[config.mk]
export PLATFORM = sky130hd
export DESIGN_NAME = alu_issue_ctrl
export DESIGN_NICKNAME = d
export VERILOG_FILES = /design/src/rtl/alu_issue_pkg.sv /design/src/rtl/alu_issue_regfile.sv /design/src/rtl/alu_issue_ctrl.sv
export SDC_FILE = /design/constraint.sdc
export NUM_CORES = 1
export LEC_CHECK = 0
export BUFFER_PORTS_ARGS = -buffer_cell sky130_fd_sc_hd__buf_2
export CAP_MARGIN = 20
export CORE_MARGIN = 2
export CORE_UTILIZATION = 50
export CTS_CLUSTER_SIZE = 14
export DETAILED_ROUTE_END_ITERATION = 7
export PLACE_DENSITY_LB_ADDON = 0.12
export SETUP_SLACK_MARGIN = 0.05
export SLEW_MARGIN = 0
export SYNTH_ARGS = -nofsm -noshare
export SYNTH_HDL_FRONTEND = slang
export SYNTH_SLANG_ARGS = --single-unit
[constraint.sdc]
create_clock -name clk -period 9.1 [get_ports clk]
set_clock_uncertainty 0.05 [all_clocks]
set_input_delay 1.365 -clock clk [delete_from_list [all_inputs] [get_ports clk]]
set_output_delay 1.365 -clock clk [all_outputs]
set_load 0.02 [all_outputs]
[src/rtl/alu_issue_pkg.sv]
`default_nettype none
// alu_issue_pkg: controller state encoding, instruction field positions and NZCV bit order.
// Shared by the ALU issue controller and its register file. Rev 1.0
package alu_issue_pkg;

  typedef enum logic [1:0] {
    ST_IDLE  = 2'd0,
    ST_ISSUE = 2'd1,
    ST_EXEC  = 2'd2,
    ST_WB    = 2'd3
  } state_e;

  localparam int NW_BIT = 29;
  localparam int S_BIT  = 28;
  localparam int OP_HI  = 27;
  localparam int OP_LO  = 24;
  localparam int RD_HI  = 23;
  localparam int RD_LO  = 20;
  localparam int RA_HI  = 19;
  localparam int RA_LO  = 16;
  localparam int RS_HI  = 15;
  localparam int RS_LO  = 12;

  localparam int N_IDX = 3;
  localparam int Z_IDX = 2;
  localparam int C_IDX = 1;
  localparam int V_IDX = 0;

  // The ALU never sees register indices; everything else (op, S, NW, immediates) passes through.
  function automatic logic [31:0] alu_inf_of(input logic [31:0] word);
    logic [31:0] masked;
    masked = word;
    masked[RD_HI:RS_LO] = '0;
    return masked;
  endfunction

endpackage
`default_nettype wire

[src/rtl/alu_issue_regfile.sv]
`default_nettype none
// alu_issue_regfile: 16 x DW registers, one synchronous write port, two operand reads and a debug read.
// Register 0 is hardwired to zero on every read port. Rev 1.0
module alu_issue_regfile #(
  parameter int DW = 32
) (
  input  logic          clk,
  input  logic          reset,
  input  logic          we_i,
  input  logic [3:0]    waddr_i,
  input  logic [DW-1:0] wdata_i,
  input  logic [3:0]    raddr_a_i,
  input  logic [3:0]    raddr_b_i,
  input  logic [3:0]    dbg_addr_i,
  output logic [DW-1:0] rdata_a_o,
  output logic [DW-1:0] rdata_b_o,
  output logic [DW-1:0] dbg_data_o
);

  logic [DW-1:0] regs_q [16];

  always_ff @(posedge clk) begin
    if (reset) begin
      for (int i = 0; i < 16; i++) begin
        regs_q[i] <= '0;
      end
    end else if (we_i && (waddr_i != 4'd0)) begin
      regs_q[waddr_i] <= wdata_i;
    end
  end

  assign rdata_a_o  = (raddr_a_i  == 4'd0) ? '0 : regs_q[raddr_a_i];
  assign rdata_b_o  = (raddr_b_i  == 4'd0) ? '0 : regs_q[raddr_b_i];
  assign dbg_data_o = (dbg_addr_i == 4'd0) ? '0 : regs_q[dbg_addr_i];

endmodule
`default_nettype wire

[src/rtl/alu_issue_ctrl.sv]
`default_nettype none
// alu_issue_ctrl: sequences one instruction at a time through a combinational ALU
// (IDLE -> ISSUE -> EXEC x ALU_LAT -> WB) with register-file operands and writeback. Rev 1.0
module alu_issue_ctrl
  import alu_issue_pkg::*;
#(
  parameter int DW      = 32,
  parameter int ALU_LAT = 1
) (
  input  logic          clk,
  input  logic          reset,
  input  logic [31:0]   instr,
  input  logic          instr_valid,
  output logic          instr_ready,
  input  logic          ld_en,
  input  logic [3:0]    ld_addr,
  input  logic [DW-1:0] ld_data,
  input  logic [3:0]    dbg_addr,
  output logic [DW-1:0] dbg_data,
  output logic [DW-1:0] alu_a,
  output logic [DW-1:0] alu_d,
  output logic [31:0]   alu_inf,
  input  logic [DW-1:0] alu_r,
  input  logic          alu_n,
  input  logic          alu_z,
  input  logic          alu_c,
  input  logic          alu_v,
  output logic [3:0]    flags,
  output logic          busy,
  output logic          done
);

  localparam logic [3:0] CNT_INIT = 4'(ALU_LAT - 1);

  state_e        state_q;
  logic [31:0]   instr_q;
  logic [DW-1:0] alu_a_q;
  logic [DW-1:0] alu_d_q;
  logic [31:0]   alu_inf_q;
  logic [3:0]    cnt_q;
  logic [DW-1:0] r_q;
  logic [3:0]    nzcv_q;
  logic [3:0]    flags_q;
  logic          done_q;

  logic          rf_we;
  logic [3:0]    rf_waddr;
  logic [DW-1:0] rf_wdata;
  logic [DW-1:0] rd_a;
  logic [DW-1:0] rd_b;

  // Preload only owns the write port in IDLE; writeback only in WB, so they never collide.
  always_comb begin
    rf_we    = 1'b0;
    rf_waddr = ld_addr;
    rf_wdata = ld_data;
    if ((state_q == ST_IDLE) && ld_en) begin
      rf_we = 1'b1;
    end else if ((state_q == ST_WB) && !instr_q[NW_BIT]) begin
      rf_we    = 1'b1;
      rf_waddr = instr_q[RD_HI:RD_LO];
      rf_wdata = r_q;
    end
  end

  alu_issue_regfile #(.DW(DW)) u_regfile (
    .clk        (clk),
    .reset      (reset),
    .we_i       (rf_we),
    .waddr_i    (rf_waddr),
    .wdata_i    (rf_wdata),
    .raddr_a_i  (instr_q[RA_HI:RA_LO]),
    .raddr_b_i  (instr_q[RS_HI:RS_LO]),
    .dbg_addr_i (dbg_addr),
    .rdata_a_o  (rd_a),
    .rdata_b_o  (rd_b),
    .dbg_data_o (dbg_data)
  );

  always_ff @(posedge clk) begin
    if (reset) begin
      state_q   <= ST_IDLE;
      instr_q   <= '0;
      alu_a_q   <= '0;
      alu_d_q   <= '0;
      alu_inf_q <= '0;
      cnt_q     <= '0;
      r_q       <= '0;
      nzcv_q    <= '0;
      flags_q   <= '0;
      done_q    <= 1'b0;
    end else begin
      done_q <= 1'b0;
      case (state_q)
        ST_IDLE: begin
          if (instr_valid && !ld_en) begin
            instr_q <= instr;
            state_q <= ST_ISSUE;
          end
        end
        ST_ISSUE: begin
          alu_a_q   <= rd_a;
          alu_d_q   <= rd_b;
          alu_inf_q <= alu_inf_of(instr_q);
          cnt_q     <= CNT_INIT;
          state_q   <= ST_EXEC;
        end
        ST_EXEC: begin
          if (cnt_q == 4'd0) begin
            r_q           <= alu_r;
            nzcv_q[N_IDX] <= alu_n;
            nzcv_q[Z_IDX] <= alu_z;
            nzcv_q[C_IDX] <= alu_c;
            nzcv_q[V_IDX] <= alu_v;
            done_q        <= 1'b1;
            state_q       <= ST_WB;
          end else begin
            cnt_q <= cnt_q - 4'd1;
          end
        end
        ST_WB: begin
          if (instr_q[S_BIT]) begin
            flags_q <= nzcv_q;
          end
          state_q <= ST_IDLE;
        end
        default: state_q <= ST_IDLE;
      endcase
    end
  end

  assign instr_ready = (state_q == ST_IDLE) && !ld_en;
  assign busy        = (state_q != ST_IDLE);
  assign done        = done_q;
  assign alu_a       = alu_a_q;
  assign alu_d       = alu_d_q;
  assign alu_inf     = alu_inf_q;
  assign flags       = flags_q;

endmodule
`default_nettype wire

Word level (Yosys, flattened, before mapping)
Memories as Yosys holds them, arrays and structs flattened. A register that Yosys moved wholly into a read port is not among the register bits.
Index checks and enable logic that the tools add are counted.
{"block": "totals", "reg_bits": 163, "latch_bits": 0, "ram_bits": 512, "romBits": 0, "input_bits": 112, "out_inout_bits": 135, "elab_cells": 68, "mem_count": 1}
{"block": "op_classes", "addsub": 1, "multipliers": 0, "n_div": 0, "n_lt_le_gt_ge": 0, "n_eq_ne": 6, "shift": 0, "mux": 27, "bitwise_logic": 1, "reduce_logical": 22}
{"name": "u_regfile.regs_q", "words": 16, "word_bits": 32, "read_ports": 3, "rd_clocked_by_memory_dff": 2, "wr": 16, "line": "alu_issue_regfile.sv:20", "text": "logic [DW-1:0] regs_q [16];"}
{"operator": "two-way mux 32 bit", "count": 6}
{"operator": "two-way mux 4 bit", "count": 8}
{"operator": "OR reduction 32 bit", "count": 1}
{"operator": "logical NOT 4 bit", "count": 4}
{"operator": "AND reduction 2 bit", "count": 5}
{"operator": "two-way mux 1 bit", "count": 9}
{"operator": "one-hot mux 2 bit (4 select lines)", "count": 1}
{"operator": "one-hot mux 4 bit (2 select lines)", "count": 1}
{"operator": "logical AND 1 bit", "count": 5}
{"operator": "equality test 2 bit (second input constant)", "count": 2}
{"operator": "two-way mux 2 bit", "count": 2}
{"operator": "!= test 2 bit (second input constant)", "count": 2}
{"operator": "nonzero test 2 bit", "count": 2}
{"operator": "nonzero test 4 bit", "count": 1}
{"operator": "subtractor 4 x 1 -> 4 bit (second input constant)", "count": 1}
{"operator": "equality test 2 x 1 -> 1 bit (second input constant)", "count": 1}
{"operator": "logical NOT 1 bit", "count": 2}
{"operator": "logical NOT 2 bit", "count": 1}
{"operator": "!= test 2 x 1 -> 1 bit (second input constant)", "count": 1}
{"operator": "OR reduction 2 bit", "count": 1}
{"operator": "NOT 1 bit", "count": 1}

Longest topological paths before layout
{"block": "logic_depth", "ltp_word": 11, "ltp_mapped": 9}

By module
Synthesis repeated with hierarchy kept, for this count alone.
{"block": "hier_totals", "hier_cells": 2903, "hier_area_um2": 35579.1}
{"module": "alu_issue_regfile", "instances": 1, "cells_per_inst": 2212, "area_per_inst_um2": 29214.3}
{"module": "alu_issue_ctrl", "instances": 1, "cells_per_inst": 691, "area_per_inst_um2": 6364.9}

Worst setup path before layout
Ideal clock, no wire load.
{"block": "synth_timing", "path_type": "input to register", "from": "input port ld_en", "to": "memory u_regfile.regs_q[8][0] (enable)", "setup_ps": 470, "arrival_time_ps": 4952, "required_ps": 8580, "setup_slack_ps": 3628, "cell_stages": 7, "cell_sequence": "nand2_1 -> a21oi_2 -> or3b_1 -> buf_2 -> buf_6 -> buf_2 -> o31ai_1"}
{"element": "from (decl)", "line": "alu_issue_ctrl.sv:15", "text": "input logic ld_en,"}
{"element": "to (decl)", "line": "alu_issue_regfile.sv:20"}

Worst setup path in the final report
{"block": "layout_timing", "from": "input port dbg_addr[1]", "to": "output port dbg_data[1]"}
{"block": "layout_via", "elab_chain_cells": 2, "elab_cells_between_ends": 3}
{"element": "from (decl)", "line": "alu_issue_ctrl.sv:18", "text": "input logic [3:0] dbg_addr,"}
{"element": "memory (16 x 32 bit) / logical NOT 4 bit (equally long branches)"}
{"element": "two-way mux 32 bit *", "line": "alu_issue_regfile.sv:34", "text": "assign dbg_data_o = (dbg_addr_i == 4'd0) ? '0 : regs_q[dbg_addr_i];"}
{"element": "to (decl)", "line": "alu_issue_ctrl.sv:19", "text": "output logic [DW-1:0] dbg_data,"}
Mark *: on every way between the ends. The rest lies on a longest branch, timed or not.

==> results_dict.tcl <==
set metrics [dict create \
    hp-class "reg2reg" \
    antenna_found_initial 2 \
    drt-initial-drc-count 3931 \
    min_period_ns 5.58 \
    areaGrowthSynthToFinish_pct 12.7 \
    gp_congestion 0.888 \
    dp_hpwl_um 74500 \
    synthSimpleGateAreaFrac 0.121 \
    maxClockFrequency_mhz 179 \
    drive_gt1_frac 0.376 \
    die-area_mm2 0.0767 \
    cts_made_buffers 77 \
    clkSinkCount 683 \
    drc 0 \
    synth_xor_area_frac 0.000235 \
    grt_pass1_wl_um 192000 \
    power_mw 8.92 \
    die_y_um 277 \
    crit_family "buffers and inverters" \
    netlist_instances 2651 \
    num-nets-final 2881 \
    synth_edf_count 512 \
    postRouteAntennaNets 0 \
    arrival_ns 4.17 \
    tns_ns 0 \
    synth.distinct_cells 51 \
    cts_setup_buffers 0 \
    yosys.area.top_type "edfxtp_1" \
    hold_viol 0 \
    clock_latency_ns 0.64 \
    ios 247 \
    yosys.area.top_type_share 0.413 \
    ctsHoldBuffers 0 \
    clk_pin_slew_ns 0.06 \
    cts.path.max_buffers 3 \
    grt_overflow 0 \
    post_cts_resized 0 \
    core_area_mm2 0.0741 \
    synthAdderAreaFrac 0.00201 \
    cp-start-kind "input pin" \
    track_usage 0.342 \
    wl_per_cell_um 34.6 \
    clk_root_buffer_cell "clkbuf_16" \
    synth_common_cells "512 x edfxtp_1, 352 x mux4_2, 215 x nor4_1" \
    die_x_um 277 \
    setup_viol 0 \
    initial_core_util 0.503 \
    maxSlewHeadroom 0.192 \
    htreeDepth 3 \
    grt_pass1_vias 28200 \
    vdd_drop_max_v 0.000215 \
    synth_area_mm2 0.0373 \
    synth_compound_area_frac 0.0626 \
    worstPathMaxFanout 41 \
    ys_top_cells_by_area "edfxtp_1 41%, mux4_2 21%, dfxtp_1 9.2%" \
    ys_seq_elements 683 \
    num_vias 27800 \
    drv_slew 0 \
    critPathMaxStageDelay_ns 0.59 \
    place_ws_ns 3.65 \
    setup_slack_ns 3.52 \
    cp_cell_sequence "buf_4 -> nor2b_4 -> buf_4 -> a221oi_1 -> o31ai_1 -> buf_2" \
    rsz0062_at_grt "false" \
    power_density_mw_per_mm2 212 \
    syn_avg_cell_area_um2 14.1 \
    via_per_inst 7.33 \
    cpMostUsedCell "buf_4" \
    first_pass_iters 5 \
    end_kind "output port" \
    fp-row-count 100 \
    portBuffers 234 \
    ys.warnings.count 0 \
    path_buf_inv 3 \
    grt_max_degree 133 \
    path_class "in2out" \
    routed_wl_um 131000 \
    cts_tree "yes" \
    synth.most_common_cell "edfxtp_1" \
    fin_crit_sh 0.614 \
    status "finished, final reports clean" \
    ys_seq_area_frac 0.504 \
    post-route-util 0.567 \
    p_leak_nw 13.9 \
    crit_required_ns 7.69 \
    synth_flop_cell "edfxtp_1" \
    synth_top_family_by_area "multiplexers" \
    synth_mux_area_frac 0.266 \
    worst_path_max_delay_cell "o31ai_1" \
    tightest_slew_ns 1.21 \
    ys_async_sr_fraction 0 \
    maxCapViolations 0 \
]
[per-layer routing]
layer	part of all wire	GRT usage	vias to the layer above
li1	-	-	11100
met1	0.37	0.458	14200
met2	0.47	0.544	2086
met3	0.11	0.0743	414
met4	0.045	0.142	2
met5	0.000099	0	-
[metrics by stage]
stage	instances	hold WS (ns)	area (um2)
finish	3795	0.403	42000
global route	3794	0.421	42000
CTS	3788	0.404	41900
detailed placement	3648	0.397	39400
global placement	3647	0.392	39400
floorplan	2694	0.386	37400
[state kept, by name, indices dropped and copies added, names as in the netlist, named ones only]
register / cells
instr_q: 32
flags: 4
state_q: 2
nzcv_q: 4
u_regfile.regs_q: 512
done: 1
r_q: 32
alu_a: 32
alu_inf: 20
alu_d: 32
cnt_q: 4
[layout make-up]
type	instances	area, um2
Multi-Input combinational cell	1651	17400
Tap cell	969	1210
Clock inverter	39	384
Clock buffer	101	2090
Timing Repair Buffer	344	2100
Fill cell	5988	32100
Inverter	6	22.5
Sequential cell	683	18800
Antenna cell	2	5.00
[cells in the final DEF (no fill, tap or decap), drive strengths merged, types with 2 or more instances in the layout]
| cell | netlist | final |
|---|---|---|
| o2111ai | 2 | 2 |
| nand3 | 12 | 12 |
| mux2 | 127 | 127 |
| mux2i | 54 | 54 |
| ha | 6 | 6 |
| mux4 | 352 | 352 |
| nor2b | 33 | 33 |
| nor3 | 198 | 198 |
| clkinv | 0 | 31 |
| nor4b | 2 | 2 |
| a21oi | 77 | 77 |
| dfxtp | 171 | 171 |
| nand2 | 182 | 182 |
| clkinvlp | 0 | 2 |
| a221o | 65 | 65 |
| diode | 0 | 2 |
| a221oi | 31 | 31 |
| or3b | 2 | 2 |
| nor2 | 28 | 28 |
| a22o | 64 | 64 |
| and3 | 6 | 6 |
| o211ai | 3 | 3 |
| or2 | 2 | 2 |
| a21boi | 4 | 4 |
| o21ai | 10 | 10 |
| conb | 1 | 44 |
| edfxtp | 512 | 512 |
| bufinv | 0 | 5 |
| and2 | 2 | 2 |
| o31ai | 40 | 40 |
| nand2b | 5 | 5 |
| nor4 | 290 | 290 |
| inv | 6 | 7 |
| buf | 161 | 343 |
| clkbuf | 193 | 102 |
[report_power, final]
part | internal (mW) | switching [mW] | total (mW)
clock network | 1.77 | 1.31 | 3.08
registers | 3.58 | 0.234 | 3.81
logic | 0.737 | 1.29 | 2.02
[kinds of logic after synthesis]
| family | count (synthesis) |
|---|---|
| compound gates | 301 |
| xor+xnor | 1 |
| fa+ha+maj | 6 |
| buf+inv | 360 |
| flops | 683 |
| mux | 533 |
| other cells | 1 |
| simple gates | 766 |
[tightest hold or removal path, stage by stage, from the launching register on]
cell,delay [ns]
dfxtp_1,0.30
nand2_1,0.05
a21oi_1,0.05
[worst paths after layout]
kind	from	end	slack, ns	depth (start not counted)
setup reg to reg	state_q[0]$_SDFFE_PP0P_	u_regfile.regs_q[8][15]$_SDFFCE_PN0P_	4.33	8
setup / recovery	dbg_addr[1]	dbg_data[1]	3.52	6
hold / removal	r_q[1]$_SDFFE_PP0P_	r_q[1]$_SDFFE_PP0P_	0.40	2
hold reg to reg	r_q[1]$_SDFFE_PP0P_	r_q[1]$_SDFFE_PP0P_	0.40	2
(Power assumes the default switching activity.)
